[config.mk]
export PLATFORM = sky130hd
export DESIGN_NAME = scanline_scheduler
export DESIGN_NICKNAME = d
export VERILOG_FILES = /design/src/rtl/scanline_scheduler.sv
export SDC_FILE = /design/constraint.sdc
export NUM_CORES = 1
export LEC_CHECK = 0
export ABC_CLOCK_PERIOD_IN_PS = 3100
export CORE_MARGIN = 2
export CORE_UTILIZATION = 52
export DETAILED_ROUTE_END_ITERATION = 10
export HOLD_SLACK_MARGIN = 0.12
export PLACE_DENSITY = 0.94
export SYNTH_ARGS = -nofsm -noshare
export SYNTH_HDL_FRONTEND = slang
export SYNTH_SLANG_ARGS = --single-unit
[constraint.sdc]
create_clock -name clk -period 3.1 [get_ports clk]
set_clock_uncertainty 0.2 [all_clocks]
set_input_delay 0.775 -clock clk [delete_from_list [all_inputs] [get_ports clk]]
set_output_delay 0.775 -clock clk [all_outputs]
set_load 0.02 [all_outputs]
[src/rtl/scanline_scheduler.sv]
// ============================================================================
//  Module      : scanline_scheduler
//  Description : Per-scanline sprite render sequencer (prepare_line, then
//                sprite_drawer, for line sy+1), OAM port steering, line-buffer
//                swap and overrun detection.
//  Revision    : 1.0 - initial release
// ============================================================================
`default_nettype none

module scanline_scheduler #(
  parameter int CORDW     = 10,
  parameter int H_RES     = 640,
  parameter int V_RES     = 480,
  parameter int H_TOTAL   = 800,
  parameter int V_TOTAL   = 525,
  parameter int TRIGGER_X = 0,
  parameter int OVR_W     = 16
) (
  input  logic             clk,
  input  logic             rst,
  input  logic [CORDW-1:0] sx,
  input  logic [CORDW-1:0] sy,
  output logic             prep_start,
  input  logic             prep_done,
  output logic             draw_start,
  input  logic             draw_done,
  output logic [CORDW-1:0] target_line,
  output logic             oam_sel,
  output logic             swap_buffers,
  output logic             render_abort,
  output logic             busy,
  output logic [OVR_W-1:0] overrun_count
);

  localparam logic [1:0] c_idle = 2'd0;
  localparam logic [1:0] c_prep = 2'd1;
  localparam logic [1:0] c_draw = 2'd2;
  localparam logic [1:0] c_done = 2'd3;

  localparam logic [CORDW-1:0] c_trig_x = CORDW'(TRIGGER_X);
  localparam logic [CORDW-1:0] c_last_x = CORDW'(H_TOTAL - 1);
  localparam logic [CORDW-1:0] c_last_y = CORDW'(V_TOTAL - 1);
  localparam logic [CORDW-1:0] c_v_res  = CORDW'(V_RES);

  if ((TRIGGER_X >= H_TOTAL - 1) || (H_RES > H_TOTAL) || (V_RES > V_TOTAL)) begin : g_cfg_check
    $error("scanline_scheduler: inconsistent timing parameters");
  end

  logic [1:0]       state_q,        state_d;
  logic [CORDW-1:0] target_line_q,  target_line_d;
  logic             prep_start_q,   prep_start_d;
  logic             draw_start_q,   draw_start_d;
  logic             swap_q,         swap_d;
  logic             abort_q,        abort_d;
  logic             oam_sel_q,      oam_sel_d;
  logic             busy_q,         busy_d;
  logic             armed_q,        armed_d;
  logic [OVR_W-1:0] overrun_q,      overrun_d;

  logic             w_trigger;
  logic             w_line_end;
  logic [CORDW-1:0] w_nxt;
  logic             w_done_in;
  logic             w_accept;
  logic             w_pulse_cycle;
  logic [OVR_W-1:0] w_overrun_inc;

  assign w_trigger     = (sx == c_trig_x);
  assign w_line_end    = (sx == c_last_x);
  assign w_nxt         = (sy == c_last_y) ? '0 : sy + CORDW'(1);
  assign w_done_in     = (state_q == c_prep) ? prep_done : draw_done;
  assign w_accept      = armed_q && w_done_in;
  // The start-pulse cycle never arms: the sub-block has not yet seen start, so
  // its done level then is stale. Earliest accept is two cycles after start.
  assign w_pulse_cycle = prep_start_q || draw_start_q;
  assign w_overrun_inc = (overrun_q == '1) ? overrun_q : overrun_q + OVR_W'(1);

  always_comb begin
    state_d       = state_q;
    target_line_d = target_line_q;
    prep_start_d  = 1'b0;
    draw_start_d  = 1'b0;
    swap_d        = 1'b0;
    abort_d       = 1'b0;
    armed_d       = armed_q;
    overrun_d     = overrun_q;

    case (state_q)
      c_idle: begin
        armed_d = 1'b0;
        if (w_trigger && (w_nxt < c_v_res)) begin
          target_line_d = w_nxt;
          prep_start_d  = 1'b1;
          state_d       = c_prep;
        end
      end
      c_prep, c_draw: begin
        // Line end wins over a same-cycle done; that render is still late.
        if (w_line_end) begin
          abort_d   = 1'b1;
          overrun_d = w_overrun_inc;
          armed_d   = 1'b0;
          state_d   = c_idle;
        end else if (w_accept) begin
          armed_d = 1'b0;
          if (state_q == c_prep) begin
            draw_start_d = 1'b1;
            state_d      = c_draw;
          end else begin
            state_d = c_done;
          end
        end else if (!w_pulse_cycle && !w_done_in) begin
          armed_d = 1'b1;
        end
      end
      c_done: begin
        armed_d = 1'b0;
        if (w_line_end) begin
          swap_d  = 1'b1;
          state_d = c_idle;
        end
      end
      default: begin
        armed_d = 1'b0;
        state_d = c_idle;
      end
    endcase

    oam_sel_d = (state_d == c_draw) || (state_d == c_done);
    busy_d    = (state_d != c_idle);
  end

  always_ff @(posedge clk) begin
    if (rst) begin
      state_q       <= c_idle;
      target_line_q <= '0;
      prep_start_q  <= 1'b0;
      draw_start_q  <= 1'b0;
      swap_q        <= 1'b0;
      abort_q       <= 1'b0;
      oam_sel_q     <= 1'b0;
      busy_q        <= 1'b0;
      armed_q       <= 1'b0;
      overrun_q     <= '0;
    end else begin
      state_q       <= state_d;
      target_line_q <= target_line_d;
      prep_start_q  <= prep_start_d;
      draw_start_q  <= draw_start_d;
      swap_q        <= swap_d;
      abort_q       <= abort_d;
      oam_sel_q     <= oam_sel_d;
      busy_q        <= busy_d;
      armed_q       <= armed_d;
      overrun_q     <= overrun_d;
    end
  end

  assign prep_start    = prep_start_q;
  assign draw_start    = draw_start_q;
  assign target_line   = target_line_q;
  assign oam_sel       = oam_sel_q;
  assign swap_buffers  = swap_q;
  assign render_abort  = abort_q;
  assign busy          = busy_q;
  assign overrun_count = overrun_q;

endmodule

`default_nettype wire

==> impl_metrics.env, run 1 <==
export IMPL_syn_area_per_cell_um2=8.62
export IMPL_die_area_mm2=0.00446
export IMPL_synth_most_common_cell="dfxtp_1"
export IMPL_worstMarginPinSlew_ns=0.504
export IMPL_synth_seq_cells=34
export IMPL_num_fill_cells=264
export IMPL_yosys_area_top_type="dfxtp_1"
export IMPL_synthAdderAreaFrac=0.0427
export IMPL_clockBufferDepth=2
export IMPL_dieHeight_um=66.8
export IMPL_netlist_top_cells_count="34 x dfxtp_1, 25 x nor2_1, 15 x xnor2_1"
export IMPL_hpwl_um=4020
export IMPL_cpMaxStageDelayCell="clkdlybuf4s50_1"
export IMPL_post_route_min_period_ns=2.84
export IMPL_drt_iter0_drc=208
export IMPL_io_pins=56
export IMPL_synthMuxAreaShare=0.0159
export IMPL_grt_max_degree=23
export IMPL_syn_area_mm2=0.00205
export IMPL_endpoint_kind="flop"
export IMPL_slew_viol_final=0
export IMPL_synth_cells=238
export IMPL_place_congestion=0.847
export IMPL_row_count=22
export IMPL_cts_tree="done"
export IMPL_ant_nets=0
export IMPL_vdd_ir_drop_max_mv=0.176
export IMPL_crit_fanout=6
export IMPL_p_total_w=0.000841
export IMPL_switchingPower_w=0.000201
export IMPL_coreArea_mm2=0.00372
export IMPL_p_leak_nw=0.981
export IMPL_synth_top_cell_area_share=0.332
export IMPL_maxCapViolCount=0
export IMPL_synthSimpleGateAreaFrac=0.300
export IMPL_finalSetupViolations=0
export IMPL_initial_core_util=0.552
export IMPL_drc_errors=0
export IMPL_critical_path_class="input pin to flop"
export IMPL_syn2layout_area_growth_pct=36.5
export IMPL_cp_arrival_ns=2.82
export IMPL_overflow=0
export IMPL_hold_viol_final=0
export IMPL_antenna_found_initial=0
export IMPL_ys_flop_type="dfxtp_1"
export IMPL_period_share=0.918
export IMPL_wl_per_cell_um=15.5
export IMPL_synth_compound_area_frac=0.193
export IMPL_nets=335
export IMPL_clock_power_share=0.367
export IMPL_cts_resized=0
export IMPL_synth_top_family_by_area="simple AND/OR/NAND/NOR gates"
export IMPL_cts_root_buf="clkbuf_8"
export IMPL_grt_pass1_vias=1975
export IMPL_clock_sinks=34
export IMPL_p_per_area_mw_per_mm2=300
export IMPL_place_area_mm2=0.00273
export IMPL_yosysUniqueCellTypes=50
export IMPL_antenna_cells=0
export IMPL_hp_class="flop to flop"
export IMPL_maxSlewHeadroom=0.664
export IMPL_cts_buffers=5
export IMPL_numPortBuffers=55
export IMPL_path_cells="clkdlybuf4s50_1 -> ha_1 -> nand4_1 -> xnor2_1 -> a21o_1 -> nor4_1 -> buf_4 -> nor4_1"
export IMPL_fin_area_mm2=0.00280
export IMPL_die_x_um=66.8
export IMPL_internal_power_w=0.000640
export IMPL_crit_top_cell="nor4_1"
export IMPL_cp_data_required_time_ns=3.08
export IMPL_yosys_top_cells_area="dfxtp_1 33%, xnor2_1 6.4%, nor2_1 4.6%"
export IMPL_synth_xor_area_frac=0.0811
export IMPL_clk_latency_ns=0.28
export IMPL_status="finished, final reports clean"
export IMPL_cts_setup_buffers=0
export IMPL_yosys_warnings=0
export IMPL_htree_levels=2
export IMPL_rsz0062_at_grt="no"
export IMPL_drive_above_1_share=0.109
export IMPL_routed_wl_um=5440
export IMPL_syn_nets=269
export IMPL_crit_path_start_kind="input pin"
export IMPL_via_count=2155
export IMPL_grt_pass1_wl_um=8990
export IMPL_max_stage_delay_ns=0.58
export IMPL_ctsHoldBuffers=0
export IMPL_power_frac_comb=0.113
export IMPL_ys_seq_area_frac=0.332
export IMPL_clk_pin_slew_ns=0.07
export IMPL_clock_fmax_ghz=0.352
export IMPL_p_seq_frac=0.520
export IMPL_routed_via_density=6.12
export IMPL_grtUsageTotal=0.258
export IMPL_dr_pass1_iters=5
export IMPL_async_flop_share=0
export IMPL_synth_edf_count=0
export IMPL_p_sw_frac=0.239
final timing paths:
check	startpoint	end	slack, ns	cells past startpoint
setup / recovery	sy[0]	oam_sel	0.26	8
hold / removal	target_line[1]	target_line[1]	0.28	2
setup reg to reg	oam_sel	overrun_count[11]	0.80	6
hold reg to reg	target_line[1]	target_line[1]	0.28	2
final cells by class:
type | count | area (um2) | share of cell area
Timing Repair Buffer | 69 | 656 | 0.234
Inverter | 8 | 30.0 | 0.0107
Sequential cell | 34 | 681 | 0.243
Multi-Input combinational cell | 186 | 1300 | 0.464
Tap cell | 48 | 60.1 | 0.0214
Clock buffer | 7 | 76.3 | 0.0272
placed cells by master (no fill, tap or decap), types with 6 or more instances in the layout:
cell type	count
a21oi_1	12
and3_1	6
buf_4	14
clkdlybuf4s50_1	55
dfxtp_1	34
ha_1	7
inv_1	8
nand2_1	11
nand3_1	12
nand4_1	8
nor2_1	25
nor4_1	10
o31ai_1	8
xnor2_1	15
stage by stage:
stage           util  setup TNS [ns]  hold slack (ns)  std cells  setup slack [ns]
5_1_grt        0.754               0            0.311        352             0.101
6_report       0.754               0            0.277        352             0.255
3_3_place_gp   0.733               0            0.254        345            0.0970
4_1_cts        0.754               0            0.283        352             0.266
2_1_floorplan      -               0            0.266        238             0.699
3_5_place_dp   0.733        -0.00947            0.270        345          -0.00560
power groups by stage:
stage / registers, W / logic, W / clock network (W)
global route: 0.000437 / 0.000102 / 0.000324
detailed placement: 0.000447 / 0.0000930 / 0
finish: 0.000437 / 0.0000953 / 0.000309
global placement: 0.000447 / 0.0000900 / 0
CTS: 0.000437 / 0.0000939 / 0.000312
floorplan: 0.000447 / 0.0000379 / 0
worst max-delay path, delay by kind of cell:
family	cells	cell delay [ns]
AOI/OAI and AO/OA	1	0.23
buffers and inverters	2	0.73
adders and majority gates	1	0.25
xor gates and xnor gates	1	0.35
and+or+nand+nor	3	0.47
layer usage:
layer,share of wire,track usage
met1,0.43,0.326
met2,0.49,0.440
met3,0.061,0.0456
met4,0.016,0.0893
met5,0,0
flip-flops by register name, summed over array words and instances (netlist names):
register,flops
render_abort,1
armed_q,1
oam_sel,1
prep_start,1
state_q,1
busy,1
target_line,10
draw_start,1
overrun_count,16
swap_buffers,1
cell families (layout without fill, tap and decap cells):
family | count (synthesis) | in the layout
buffers and inverters | 18 | 84
xor gates and xnor gates | 19 | 19
adders and majority gates | 7 | 7
DFF | 34 | 34
AOI/OAI and AO/OA | 49 | 49
and+or+nand+nor | 108 | 108
muxes | 3 | 3
Power figures use the tool's default switching activity.
==> run 2, diff against run 1 <==
CAP_MARGIN = 20   (was unset)
CELL_PAD_IN_SITES_DETAIL_PLACEMENT = 1   (was unset)
CELL_PAD_IN_SITES_GLOBAL_PLACEMENT = 1   (was unset)
CORE_UTILIZATION = 50   (was 52)
DONT_BUFFER_PORTS = 1   (was unset)
PLACE_DENSITY = 0.93   (was 0.94)
==> run 2 against run 1 <==
  * Core utilization down 21 points
  * Die area up 3.8%
  * Wire length increased by 2.3%
  * First-iteration DRC count decreased by 62%
  * Maximum frequency rose by 14%
  * Sequential power hardly changed
  * Largest power group unchanged
==> impl_metrics.env, run 2 (synthesized netlist as in run 1, its figures left out) <==
export IMPL_clk_pin_slew_ns=0.07
export IMPL_antenna_found_initial=0
export IMPL_die_area_mm2=0.00463
export IMPL_endpoint_kind="flop"
export IMPL_wl_per_cell_um=19.5
export IMPL_syn2layout_area_growth_pct=5.43
export IMPL_crit_buf_inv=1
export IMPL_dr_wl_met2_um=2930
export IMPL_io_pins=56
export IMPL_wl_met1_um=2260
export IMPL_clock_sinks=34
export IMPL_grtUsageTotal=0.251
export IMPL_cp_data_required_time_ns=3.05
export IMPL_post_route_min_period_ns=2.49
export IMPL_clock_fmax_ghz=0.402
export IMPL_numPortBuffers=0
export IMPL_status="finished, final reports clean"
export IMPL_nets=266
export IMPL_cts_buffers=5
export IMPL_rsz0062_at_grt="no"
export IMPL_crit_family="simple AND/OR/NAND/NOR gates"
export IMPL_cts_resized=0
export IMPL_critical_path_class="flop to flop"
export IMPL_die_x_um=68.1
export IMPL_dieHeight_um=68.1
export IMPL_overflow=0
export IMPL_routed_wl_um=5570
export IMPL_path_cells="inv_1 -> ha_1 -> and2_1 -> a21oi_1 -> nor4_1 -> nor4_1 -> o41ai_2"
export IMPL_maxSlewHeadroom=0.575
export IMPL_place_congestion=0.770
export IMPL_period_share=0.803
export IMPL_antenna_cells=0
export IMPL_hp_class="flop to flop"
export IMPL_cts_root_buf="clkbuf_8"
export IMPL_maxCapViolCount=0
export IMPL_coreArea_mm2=0.00397
export IMPL_drc_errors=0
export IMPL_layout_commonest_cell="dfxtp_1"
export IMPL_row_count=23
export IMPL_vdd_ir_drop_max_mv=0.157
export IMPL_largest_register_ffs=16
export IMPL_cts_setup_buffers=0
export IMPL_finalSetupViolations=0
export IMPL_cpMaxStageDelayCell="nor4_1"
export IMPL_routed_via_density=6.54
export IMPL_ctsHoldBuffers=0
export IMPL_grt_max_degree=37
export IMPL_p_per_area_mw_per_mm2=372
export IMPL_slew_viol_final=0
export IMPL_worstMarginPinSlew_ns=0.632
export IMPL_clk_latency_ns=0.28
export IMPL_dr_pass1_iters=4
export IMPL_crit_top_cell="nor4_1"
export IMPL_ant_nets=0
export IMPL_hpwl_um=4230
export IMPL_grt_pass1_wl_um=8760
export IMPL_hold_viol_final=0
export IMPL_layoutNonFillerInstCount=286
export IMPL_wl_met3_um=322
export IMPL_clockBufferDepth=2
export IMPL_crit_path_start_kind="flop"
export IMPL_drt_iter0_drc=79
export IMPL_fin_setup_tns_ns=0
export IMPL_max_stage_delay_ns=0.53
export IMPL_dp_cells=278
export IMPL_crit_fanout=6
export IMPL_drive_above_1_share=0.0890
export IMPL_dr_max_layer_used="met4"
export IMPL_htree_levels=2
export IMPL_layout_common_cells="34 x dfxtp_1, 25 x nor2_1, 15 x xnor2_1"
export IMPL_grt_pass1_vias=1921
export IMPL_cp_arrival_ns=2.44
export IMPL_cts_tree="done"
export IMPL_via_count=1871
export IMPL_initial_core_util=0.517
export IMPL_p_leak_nw=0.723
[run 2: cell count changes in the layout (fill, tap and decap cells not counted)]
cell and change:
clkbuf_8 +1, clkdlybuf4s50_1 -55, clkinv_2 +1, clkbuf_1 -1
buf_4 -14
[run 2: layout make-up]
class / instances / area, um2
Clock buffer: 7 / 86.3
Clock inverter: 1 / 5.00
Fill cell: 497 / 1810
Inverter: 8 / 30.0
Multi-Input combinational cell: 186 / 1300
Sequential cell: 34 / 681
Tap cell: 50 / 62.6
[run 2: layer usage]
| layer | global-route usage | vias to the layer above |
|---|---|---|
| li1 | - | 901 |
| met1 | 0.257 | 902 |
| met2 | 0.483 | 60 |
| met3 | 0.0757 | 8 |
| met4 | 0.0725 | 0 |
| met5 | 0 | - |
[run 2: worst register-to-register path, cell delays in order, from the launching register on]
cell and delay [ns]:
dfxtp_1 0.52, inv_1 0.14, ha_1 0.40, and2_1 0.22
a21oi_1 0.16, nor4_1 0.08, nor4_1 0.53, o41ai_2 0.12
[run 2: power breakdown]
part / switching [W] / internal, W / leakage, nW
clock: 0.000150 / 0.000179 / 0.0482
combinational: 0.0000211 / 0.0000168 / 0.402
sequential: 0.000000145 / 0.000437 / 0.274
[run 2: worst paths after layout]
check	from	end	slack, ns	cells past startpoint
max	oam_sel	busy	0.61	7
min	armed_q	armed_q	0.32	2
max reg2reg	oam_sel	busy	0.61	7
min reg2reg	armed_q	armed_q	0.32	2
[run 2: through the flow]
stage / setup slack (ns) / power, W / utilization / cell area [um2] / hold WS (ns)
detailed placement: 0.499 / 0.000485 / 0.522 / 2070 / 0.308
floorplan: 0.699 / 0.000485 / - / 2050 / 0.266
finish: 0.612 / 0.000804 / 0.545 / 2160 / 0.323
CTS: 0.582 / 0.000812 / 0.545 / 2160 / 0.326
global placement: 0.582 / 0.000483 / 0.522 / 2070 / 0.308
global route: 0.456 / 0.000835 / 0.545 / 2160 / 0.344
